`src/rtl/cic_comp_fir_if.sv`:
```
// cic_comp_fir_if: ready/valid sample streams in and out of the
// CIC compensation FIR.
interface cic_comp_fir_if #(
  parameter int IN_WIDTH  = 24,
  parameter int OUT_WIDTH = 24
);

  logic                        in_valid;
  logic                        in_ready;
  logic signed [IN_WIDTH-1:0]  in_data;
  logic                        out_valid;
  logic                        out_ready;
  logic signed [OUT_WIDTH-1:0] out_data;

  modport master (
    output in_valid,
    output in_data,
    output out_ready,
    input  in_ready,
    input  out_valid,
    input  out_data
  );

  modport slave (
    input  in_valid,
    input  in_data,
    input  out_ready,
    output in_ready,
    output out_valid,
    output out_data
  );

endinterface

```
`src/rtl/cic_comp_fir.sv`:
```
// cic_comp_fir: symmetric FIR droop compensation behind a CIC decimator.
// Optional sticky saturation flag port: define CIC_COMP_FIR_SAT_FLAG_EN.
module cic_comp_fir #(
  parameter int TAPS       = 21,
  parameter int IN_WIDTH   = 24,
  parameter int OUT_WIDTH  = 24,
  parameter int COEF_WIDTH = 18,
  parameter int COEF_FRAC  = 17,
  parameter logic signed [COEF_WIDTH-1:0] COEFS [(TAPS+1)/2] = '{
    -18'sd393,   18'sd655,   -18'sd1180,  18'sd1966,
    -18'sd3277,  18'sd5243,  -18'sd8389,  18'sd13107,
    -18'sd19661, 18'sd26214, 18'sd110000
  }
) (
  input  logic          in_clock,
  input  logic          in_reset_n,
`ifdef CIC_COMP_FIR_SAT_FLAG_EN
  output logic          sat_flag,
`endif
  cic_comp_fir_if.slave bus
);

  localparam int HALF   = (TAPS + 1) / 2;
  localparam int ACC_W  = IN_WIDTH + 1 + COEF_WIDTH + $clog2(HALF);
  localparam int RW     = ACC_W + 1;
  localparam int PW     = $clog2(TAPS);
  localparam int KW     = (HALF > 1) ? $clog2(HALF) : 1;
  localparam int PRE_W  = IN_WIDTH + 1;
  localparam int PROD_W = PRE_W + COEF_WIDTH;

  localparam logic [PW-1:0] LAST  = PW'(TAPS - 1);
  localparam logic [KW-1:0] KLAST = KW'(HALF - 1);

  localparam logic signed [RW-1:0] RHALF =
    RW'(1) << (COEF_FRAC - 1);
  localparam logic signed [RW-1:0] SMAX =
    {{(RW-OUT_WIDTH+1){1'b0}}, {(OUT_WIDTH-1){1'b1}}};
  localparam logic signed [RW-1:0] SMIN =
    {{(RW-OUT_WIDTH+1){1'b1}}, {(OUT_WIDTH-1){1'b0}}};

  localparam logic [1:0] S_IDLE = 2'd0;
  localparam logic [1:0] S_MAC  = 2'd1;
  localparam logic [1:0] S_HOLD = 2'd2;

  if (TAPS < 3 || (TAPS % 2) == 0) begin : g_bad_taps
    $error("cic_comp_fir: TAPS must be odd and >= 3");
  end
  if (OUT_WIDTH < 2 || OUT_WIDTH > ACC_W) begin : g_bad_out
    $error("cic_comp_fir: OUT_WIDTH out of range");
  end
  if (COEF_FRAC >= ACC_W || COEF_FRAC < 1) begin : g_bad_frac
    $error("cic_comp_fir: COEF_FRAC out of range");
  end

  logic [1:0]                  state_q, state_d;
  logic [PW-1:0]               wr_ptr_q, wr_ptr_d;
  logic [PW-1:0]               ptr_a_q, ptr_a_d;
  logic [PW-1:0]               ptr_b_q, ptr_b_d;
  logic [KW-1:0]               k_q, k_d;
  logic signed [ACC_W-1:0]     acc_q, acc_d;
  logic signed [IN_WIDTH-1:0]  hist_q [TAPS];
  logic signed [IN_WIDTH-1:0]  hist_d [TAPS];
  logic                        out_valid_q, out_valid_d;
  logic signed [OUT_WIDTH-1:0] out_data_q, out_data_d;

  logic signed [PRE_W-1:0]     pre;
  logic signed [PROD_W-1:0]    prod;
  logic signed [RW-1:0]        rnd;
  logic signed [RW-1:0]        shifted;
  logic signed [OUT_WIDTH-1:0] res;
  logic                        clip_hi;
  logic                        clip_lo;
  logic                        slot_free;
  logic                        load;

  // Pre-add the mirrored pair (centre tap alone) and weight it.
  always_comb begin
    pre = PRE_W'(hist_q[ptr_a_q]);
    if (k_q != KLAST) begin
      pre = PRE_W'(hist_q[ptr_a_q]) + PRE_W'(hist_q[ptr_b_q]);
    end
    prod = PROD_W'(COEFS[k_q]) * PROD_W'(pre);
  end

  // Round half up, then clip into the output range.
  always_comb begin
    rnd     = RW'(acc_q) + RHALF;
    shifted = rnd >>> COEF_FRAC;
    clip_hi = shifted > SMAX;
    clip_lo = shifted < SMIN;
    res     = shifted[OUT_WIDTH-1:0];
    if (clip_hi) begin
      res = {1'b0, {(OUT_WIDTH-1){1'b1}}};
    end else if (clip_lo) begin
      res = {1'b1, {(OUT_WIDTH-1){1'b0}}};
    end
  end

  assign slot_free = !out_valid_q || bus.out_ready;

  // Sequencer: accept, walk the pointer pairs through HALF MACs, hold.
  always_comb begin
    state_d  = state_q;
    wr_ptr_d = wr_ptr_q;
    ptr_a_d  = ptr_a_q;
    ptr_b_d  = ptr_b_q;
    k_d      = k_q;
    acc_d    = acc_q;
    hist_d   = hist_q;
    load     = 1'b0;
    case (state_q)
      S_IDLE: begin
        if (bus.in_valid) begin
          hist_d[wr_ptr_q] = bus.in_data;
          ptr_a_d  = wr_ptr_q;
          ptr_b_d  = (wr_ptr_q == LAST) ? '0 : wr_ptr_q + PW'(1);
          wr_ptr_d = ptr_b_d;
          acc_d    = '0;
          k_d      = '0;
          state_d  = S_MAC;
        end
      end
      S_MAC: begin
        acc_d   = acc_q + ACC_W'(prod);
        k_d     = k_q + KW'(1);
        ptr_a_d = (ptr_a_q == '0) ? LAST : ptr_a_q - PW'(1);
        ptr_b_d = (ptr_b_q == LAST) ? '0 : ptr_b_q + PW'(1);
        if (k_q == KLAST) begin
          k_d     = '0;
          state_d = S_HOLD;
        end
      end
      S_HOLD: begin
        if (slot_free) begin
          load    = 1'b1;
          state_d = S_IDLE;
        end
      end
      default: state_d = S_IDLE;
    endcase
  end

  // Output slot: held until consumed, refilled in the same cycle.
  always_comb begin
    out_valid_d = out_valid_q;
    out_data_d  = out_data_q;
    if (out_valid_q && bus.out_ready) begin
      out_valid_d = 1'b0;
    end
    if (load) begin
      out_valid_d = 1'b1;
      out_data_d  = res;
    end
  end

  // State, history and output registers.
  always_ff @(posedge in_clock or negedge in_reset_n) begin
    if (!in_reset_n) begin
      state_q     <= S_IDLE;
      wr_ptr_q    <= '0;
      ptr_a_q     <= '0;
      ptr_b_q     <= '0;
      k_q         <= '0;
      acc_q       <= '0;
      out_valid_q <= 1'b0;
      out_data_q  <= '0;
      for (int i = 0; i < TAPS; i++) begin
        hist_q[i] <= '0;
      end
    end else begin
      state_q     <= state_d;
      wr_ptr_q    <= wr_ptr_d;
      ptr_a_q     <= ptr_a_d;
      ptr_b_q     <= ptr_b_d;
      k_q         <= k_d;
      acc_q       <= acc_d;
      out_valid_q <= out_valid_d;
      out_data_q  <= out_data_d;
      hist_q      <= hist_d;
    end
  end

  assign bus.in_ready  = (state_q == S_IDLE);
  assign bus.out_valid = out_valid_q;
  assign bus.out_data  = out_data_q;

`ifdef CIC_COMP_FIR_SAT_FLAG_EN
  logic sat_q, sat_d;

  // Sticky: set by the first clipped result reaching the output.
  always_comb begin
    sat_d = sat_q | (load & (clip_hi | clip_lo));
  end

  // Flag register, cleared only by reset.
  always_ff @(posedge in_clock or negedge in_reset_n) begin
    if (!in_reset_n) begin
      sat_q <= 1'b0;
    end else begin
      sat_q <= sat_d;
    end
  end

  assign sat_flag = sat_q;
`endif

endmodule
```
`src/flat_wrapper.sv`:
```
// flat-port wrapper written by rule: the top's interface ports become plain ports
module cic_comp_fir_flat 
#(
  parameter int TAPS       = 21,
  parameter int IN_WIDTH   = 24,
  parameter int OUT_WIDTH  = 24,
  parameter int COEF_WIDTH = 18,
  parameter int COEF_FRAC  = 17,
  parameter logic signed [COEF_WIDTH-1:0] COEFS [(TAPS+1)/2] = '{
    -18'sd393,   18'sd655,   -18'sd1180,  18'sd1966,
    -18'sd3277,  18'sd5243,  -18'sd8389,  18'sd13107,
    -18'sd19661, 18'sd26214, 18'sd110000
  }
)
  (in_clock, in_reset_n, bus_in_valid, bus_in_data, bus_out_ready, bus_in_ready, bus_out_valid, bus_out_data);
  cic_comp_fir_if #(.IN_WIDTH(IN_WIDTH), .OUT_WIDTH(OUT_WIDTH)) bus_i ();
  input  logic in_clock;
  input  logic in_reset_n;
  input wire logic [$bits(bus_i.in_valid)-1:0] bus_in_valid;
  input wire logic [$bits(bus_i.in_data)-1:0] bus_in_data;
  input wire logic [$bits(bus_i.out_ready)-1:0] bus_out_ready;
  output wire logic [$bits(bus_i.in_ready)-1:0] bus_in_ready;
  output wire logic [$bits(bus_i.out_valid)-1:0] bus_out_valid;
  output wire logic [$bits(bus_i.out_data)-1:0] bus_out_data;
  assign bus_i.in_valid = bus_in_valid;
  assign bus_i.in_data = bus_in_data;
  assign bus_i.out_ready = bus_out_ready;
  assign bus_in_ready = bus_i.in_ready;
  assign bus_out_valid = bus_i.out_valid;
  assign bus_out_data = bus_i.out_data;
  cic_comp_fir #(.TAPS(TAPS), .IN_WIDTH(IN_WIDTH), .OUT_WIDTH(OUT_WIDTH), .COEF_WIDTH(COEF_WIDTH), .COEF_FRAC(COEF_FRAC), .COEFS(COEFS)) u_core (.in_clock(in_clock), .in_reset_n(in_reset_n), .bus(bus_i));
endmodule
```
`config.mk`:
```
export PLATFORM = sky130hd
export DESIGN_NAME = cic_comp_fir_flat
export DESIGN_NICKNAME = d
export VERILOG_FILES = /design/src/rtl/cic_comp_fir_if.sv /design/src/rtl/cic_comp_fir.sv /design/src/flat_wrapper.sv
export SDC_FILE = /design/constraint.sdc
export NUM_CORES = 2
export LEC_CHECK = 0
export CAP_MARGIN = 10
export CORE_MARGIN = 8
export CORE_UTILIZATION = 53
export CTS_CLUSTER_DIAMETER = 50
export DETAILED_ROUTE_END_ITERATION = 8
export GPL_TIMING_DRIVEN = 0
export PLACE_DENSITY = 0.78
export SYNTH_ARGS = -nofsm -noshare
export SYNTH_HDL_FRONTEND = slang
export SYNTH_SLANG_ARGS = --single-unit
```
`constraint.sdc`:
```
create_clock -name in_clock -period 22.1 [get_ports in_clock]
set_clock_uncertainty 0.05 [all_clocks]
set_input_delay 3.315 -clock in_clock [delete_from_list [all_inputs] [get_ports in_clock]]
set_output_delay 3.315 -clock in_clock [all_outputs]
set_load 0.005 [all_outputs]
```
==> flow_metrics.env <==
export IMPL_worst_hold_path_endpoint="u_core.bus.out_data[23]"
export IMPL_pins_over_slew_limit=0
export IMPL_yosys_area_top_type="dfrtp_1"
export IMPL_initialDrtViolationCount=4454
export IMPL_setup_repair_after_global_routing_missed_its_margin="no"
export IMPL_die_width_um=326
export IMPL_path_max_fanout=10
export IMPL_number_of_antenna_violations_at_the_first_check_in_global_routing=2
export IMPL_io_pins=54
export IMPL_max_buffers_root_to_sink=3
export IMPL_outcome="completed"
export IMPL_cts_num_sinks=597
export IMPL_tritoncts_num_buffers=80
export IMPL_worst_tran_pin_value_ns=1.36
export IMPL_synthesis_yosys_warnings=0
export IMPL_most_used_dff_post_synth="dfrtp_1"
export IMPL_totalWireLength_um=155000
export IMPL_synth_async_sr_flop_share_pct=100
export IMPL_timing_hold_worst_start="u_core.bus.out_data[23]"
export IMPL_postSynthAreaPerCell_um2=11.2
export IMPL_number_of_flops_mapped_to_enable_cells_by_yosys=0
export IMPL_headroom_to_the_max_slew_limit_pct=9.39
export IMPL_post_route_min_period_ns=13.74
export IMPL_die_area_um2=106000
export IMPL_worst_path_buf_inv=10
export IMPL_grt_pass1_wl_um=237000
export IMPL_rr_startpoint="u_core.ptr_b_q[1]"
export IMPL_detail_route_wl_per_cell_um=25.8
export IMPL_io_buffer_count=53
export IMPL_timing_worst_setup_path_type="flip-flop to flip-flop"
export IMPL_setup_violations_final=0
export IMPL_cts_repair_timing_setup_buffer_count=0
export IMPL_grt_max_degree=118
export IMPL_cp_common_cell="fa_1"
export IMPL_cap_viol_max_count=0
export IMPL_post_synthesis_net_count=5250
export IMPL_die_h_um=326
export IMPL_floorplan_initialDensity_pct=53.6
export IMPL_timing_critical_path_arrival_ns=14.23
export IMPL_number_of_global_route_vias_before_repair=39600
export IMPL_cts_hold_fix_buffers=0
export IMPL_syn_area_um2=51000
export IMPL_reg2regPathDepth=39
export IMPL_coreArea_um2=95200
export IMPL_post_route_period_util_pct=62.2
export IMPL_hold_violations_final=0
export IMPL_h_tree_depth=3
export IMPL_finalNetCount=5396
export IMPL_root_buffer_cell="clkbuf_16"
export IMPL_fmax_mhz=72.8
export IMPL_layout_drive_gt1_share_pct=21.2
export IMPL_fillerInstances=7526
export IMPL_postCtsResizedCells=0
export IMPL_delay_of_the_slowest_cell_on_the_worst_path_ns=0.82
export IMPL_worstPathRequired_ns=22.59
export IMPL_global_route_usage_total_pct=29.0
export IMPL_antenna_left=0
export IMPL_detailroute_via_count=38000
export IMPL_hold_path_class="flip-flop to flip-flop"
export IMPL_area_growth_syn_to_layout_pct=9.95
export IMPL_whs_ns=0.435
export IMPL_ys_top_cells_by_area="dfrtp_1, fa_1, mux4_2"
export IMPL_cts_reportedPaths_clkPinSlew_ns=0.06
export IMPL_worst_setup_path_start_kind="flip-flop"
export IMPL_number_of_synthesized_register_bits=597
export IMPL_ys_types=82
export IMPL_rows=113
export IMPL_holdPathStages=2
export IMPL_setup_reg_to_reg_worst_slack_ns=8.36
export IMPL_cts_tree="built"
export IMPL_critical_path_reg2reg_endpoint="u_core.acc_q[46]"
export IMPL_syn_inst=4548
export IMPL_global_route_overflow_total=0
export IMPL_clk_insertion_delay_late_ns=0.68
export IMPL_synth_top_area_share_pct=29.3
export IMPL_seq_area_frac_synth_pct=29.3
export IMPL_detail_route_drc_violations=0
export IMPL_via_per_inst=6.31
export IMPL_count_of_antenna_diodes_in_the_layout=0
export IMPL_setup_worst_path_end_class="flip-flop"
export IMPL_dp_hpwl_um=119000
export IMPL_detailedRoute_firstPassIterationCount=7
export IMPL_cp_slowest_cell="a221oi_1"
export IMPL_crit_family="adder cells"
export IMPL_gp_congestion=0.994
==> cells in the final DEF (no fill, tap or decap), types with 15 or more instances in the layout <==
master,count
clkdlybuf4s50_1,52
and3_1,15
mux4_2,263
o211ai_1,16
o21ai_0,100
and2_1,86
mux2_2,511
ha_1,175
nand2_1,520
a22oi_1,47
a21oi_1,146
buf_1,23
inv_1,626
nand2b_1,21
o22ai_1,35
dfrtp_1,597
nand3_1,65
nand4_1,15
a31oi_1,19
clkbuf_1,231
xor2_1,25
a21o_1,32
nor2_1,132
buf_4,15
buf_2,40
clkbuf_16,81
nor3_1,29
fa_1,499
xnor2_1,61
a22o_1,25
==> cells in the mapped netlist (all sizes together) (9+ instances only) <==
cell / n
inv: 627
nand2b: 21
and2: 87
a22o: 25
nor2: 134
mux2: 511
xnor2: 61
o21a: 11
o211ai: 16
o22a: 12
fa: 499
a21oi: 149
a31oi: 20
o22ai: 35
buf: 85
nand3: 65
and3: 15
o21ai: 115
clkbuf: 215
xor2: 25
nor3b: 9
or2: 12
a211oi: 12
nand2: 521
mux2i: 15
nor3: 30
a22oi: 47
mux4: 263
a21o: 32
o21bai: 9
nand4: 15
ha: 175
dfrtp: 597
==> metal layers <==
metal / up-vias / part of all wire (%) / track usage (%)
li1: 15700 / - / -
met1: 19200 / 36 / 35.3
met2: 2460 / 45 / 45.4
met3: 659 / 12 / 9.17
met4: 2 / 7.1 / 16.9
met5: - / 0.0097 / 0
==> layout make-up <==
class	count	area [µm²]	area share (%)
Clock buffer	112	2280	4.07
Clock inverter	35	444	0.792
Inverter	629	2360	4.21
Sequential cell	597	14900	26.7
Tap cell	1265	1580	2.82
Timing Repair Buffer	64	757	1.35
Buffer	300	1290	2.31
Multi-Input combinational cell	3022	32400	57.8
==> worst max-delay path by stage <==
stage,from,endpoint,slack [ns],cells after the start
3_3_place_gp,in_reset_n,u_core.hist_q[207],-9.18,1
2_1_floorplan,u_core.ptr_b_q[0],u_core.acc_q[40],11.95,33
3_5_place_dp,u_core.ptr_b_q[1],u_core.acc_q[46],8.70,39
4_1_cts,u_core.ptr_b_q[1],u_core.acc_q[46],8.68,39
5_1_grt,u_core.ptr_b_q[1],u_core.acc_q[42],7.93,39
6_report,u_core.ptr_b_q[1],u_core.acc_q[46],8.36,39
==> kinds of logic after synthesis <==
logic type / count (synthesis) / synth area share, %
and+or+nand+nor: 938 / 8.18
buffers and inverters: 929 / 7.17
muxes: 789 / 23.2
adders and majority gates: 674 / 23.9
DFF: 597 / 29.3
AOI/OAI and AO/OA: 535 / 6.77
xor gates and xnor gates: 86 / 1.48
==> sequential cells by signal, indices dropped and copies added (netlist names) <==
signal / count
u_core.k_q: 4
u_core.state_q: 2
u_core.acc_q: 47
u_core.ptr_b_q: 5
u_core.wr_ptr_q: 5
u_core.hist_q: 504
u_core.bus.out_valid: 1
u_core.ptr_a_q: 5
u_core.bus.out_data: 24
==> worst reg2reg max path: cells and delay by family, from the launching register on <==
| kind | cells | cell delay (ns) |
|---|---|---|
| fa+ha+maj | 10 | 4.37 |
| compound gates | 11 | 3.93 |
| buf+inv | 10 | 3.42 |
| mux | 2 | 0.70 |
| simple gates | 5 | 0.62 |
| flops | 1 | 0.39 |
| xor+xnor | 1 | 0.16 |
==> metrics by stage <==
step | setup slack [ns] | area (µm²) | TNS (ns) | utilization, % | cells
final | 8.36 | 56100 | 0 | 58.9 | 6024
after CTS | 8.68 | 56000 | 0 | 58.9 | 6022
after global routing | 7.93 | 56100 | 0 | 58.9 | 6024
after floorplan | 11.95 | 51000 | 0 | - | 4548
after detailed placement | 8.70 | 53300 | 0 | 56.0 | 5875
after global placement | -9.18 | 53100 | -5422.54 | 55.8 | 5866
Power is not shown: default switching activity piles up to over one toggle a cycle in this logic, so the estimate is an artifact.
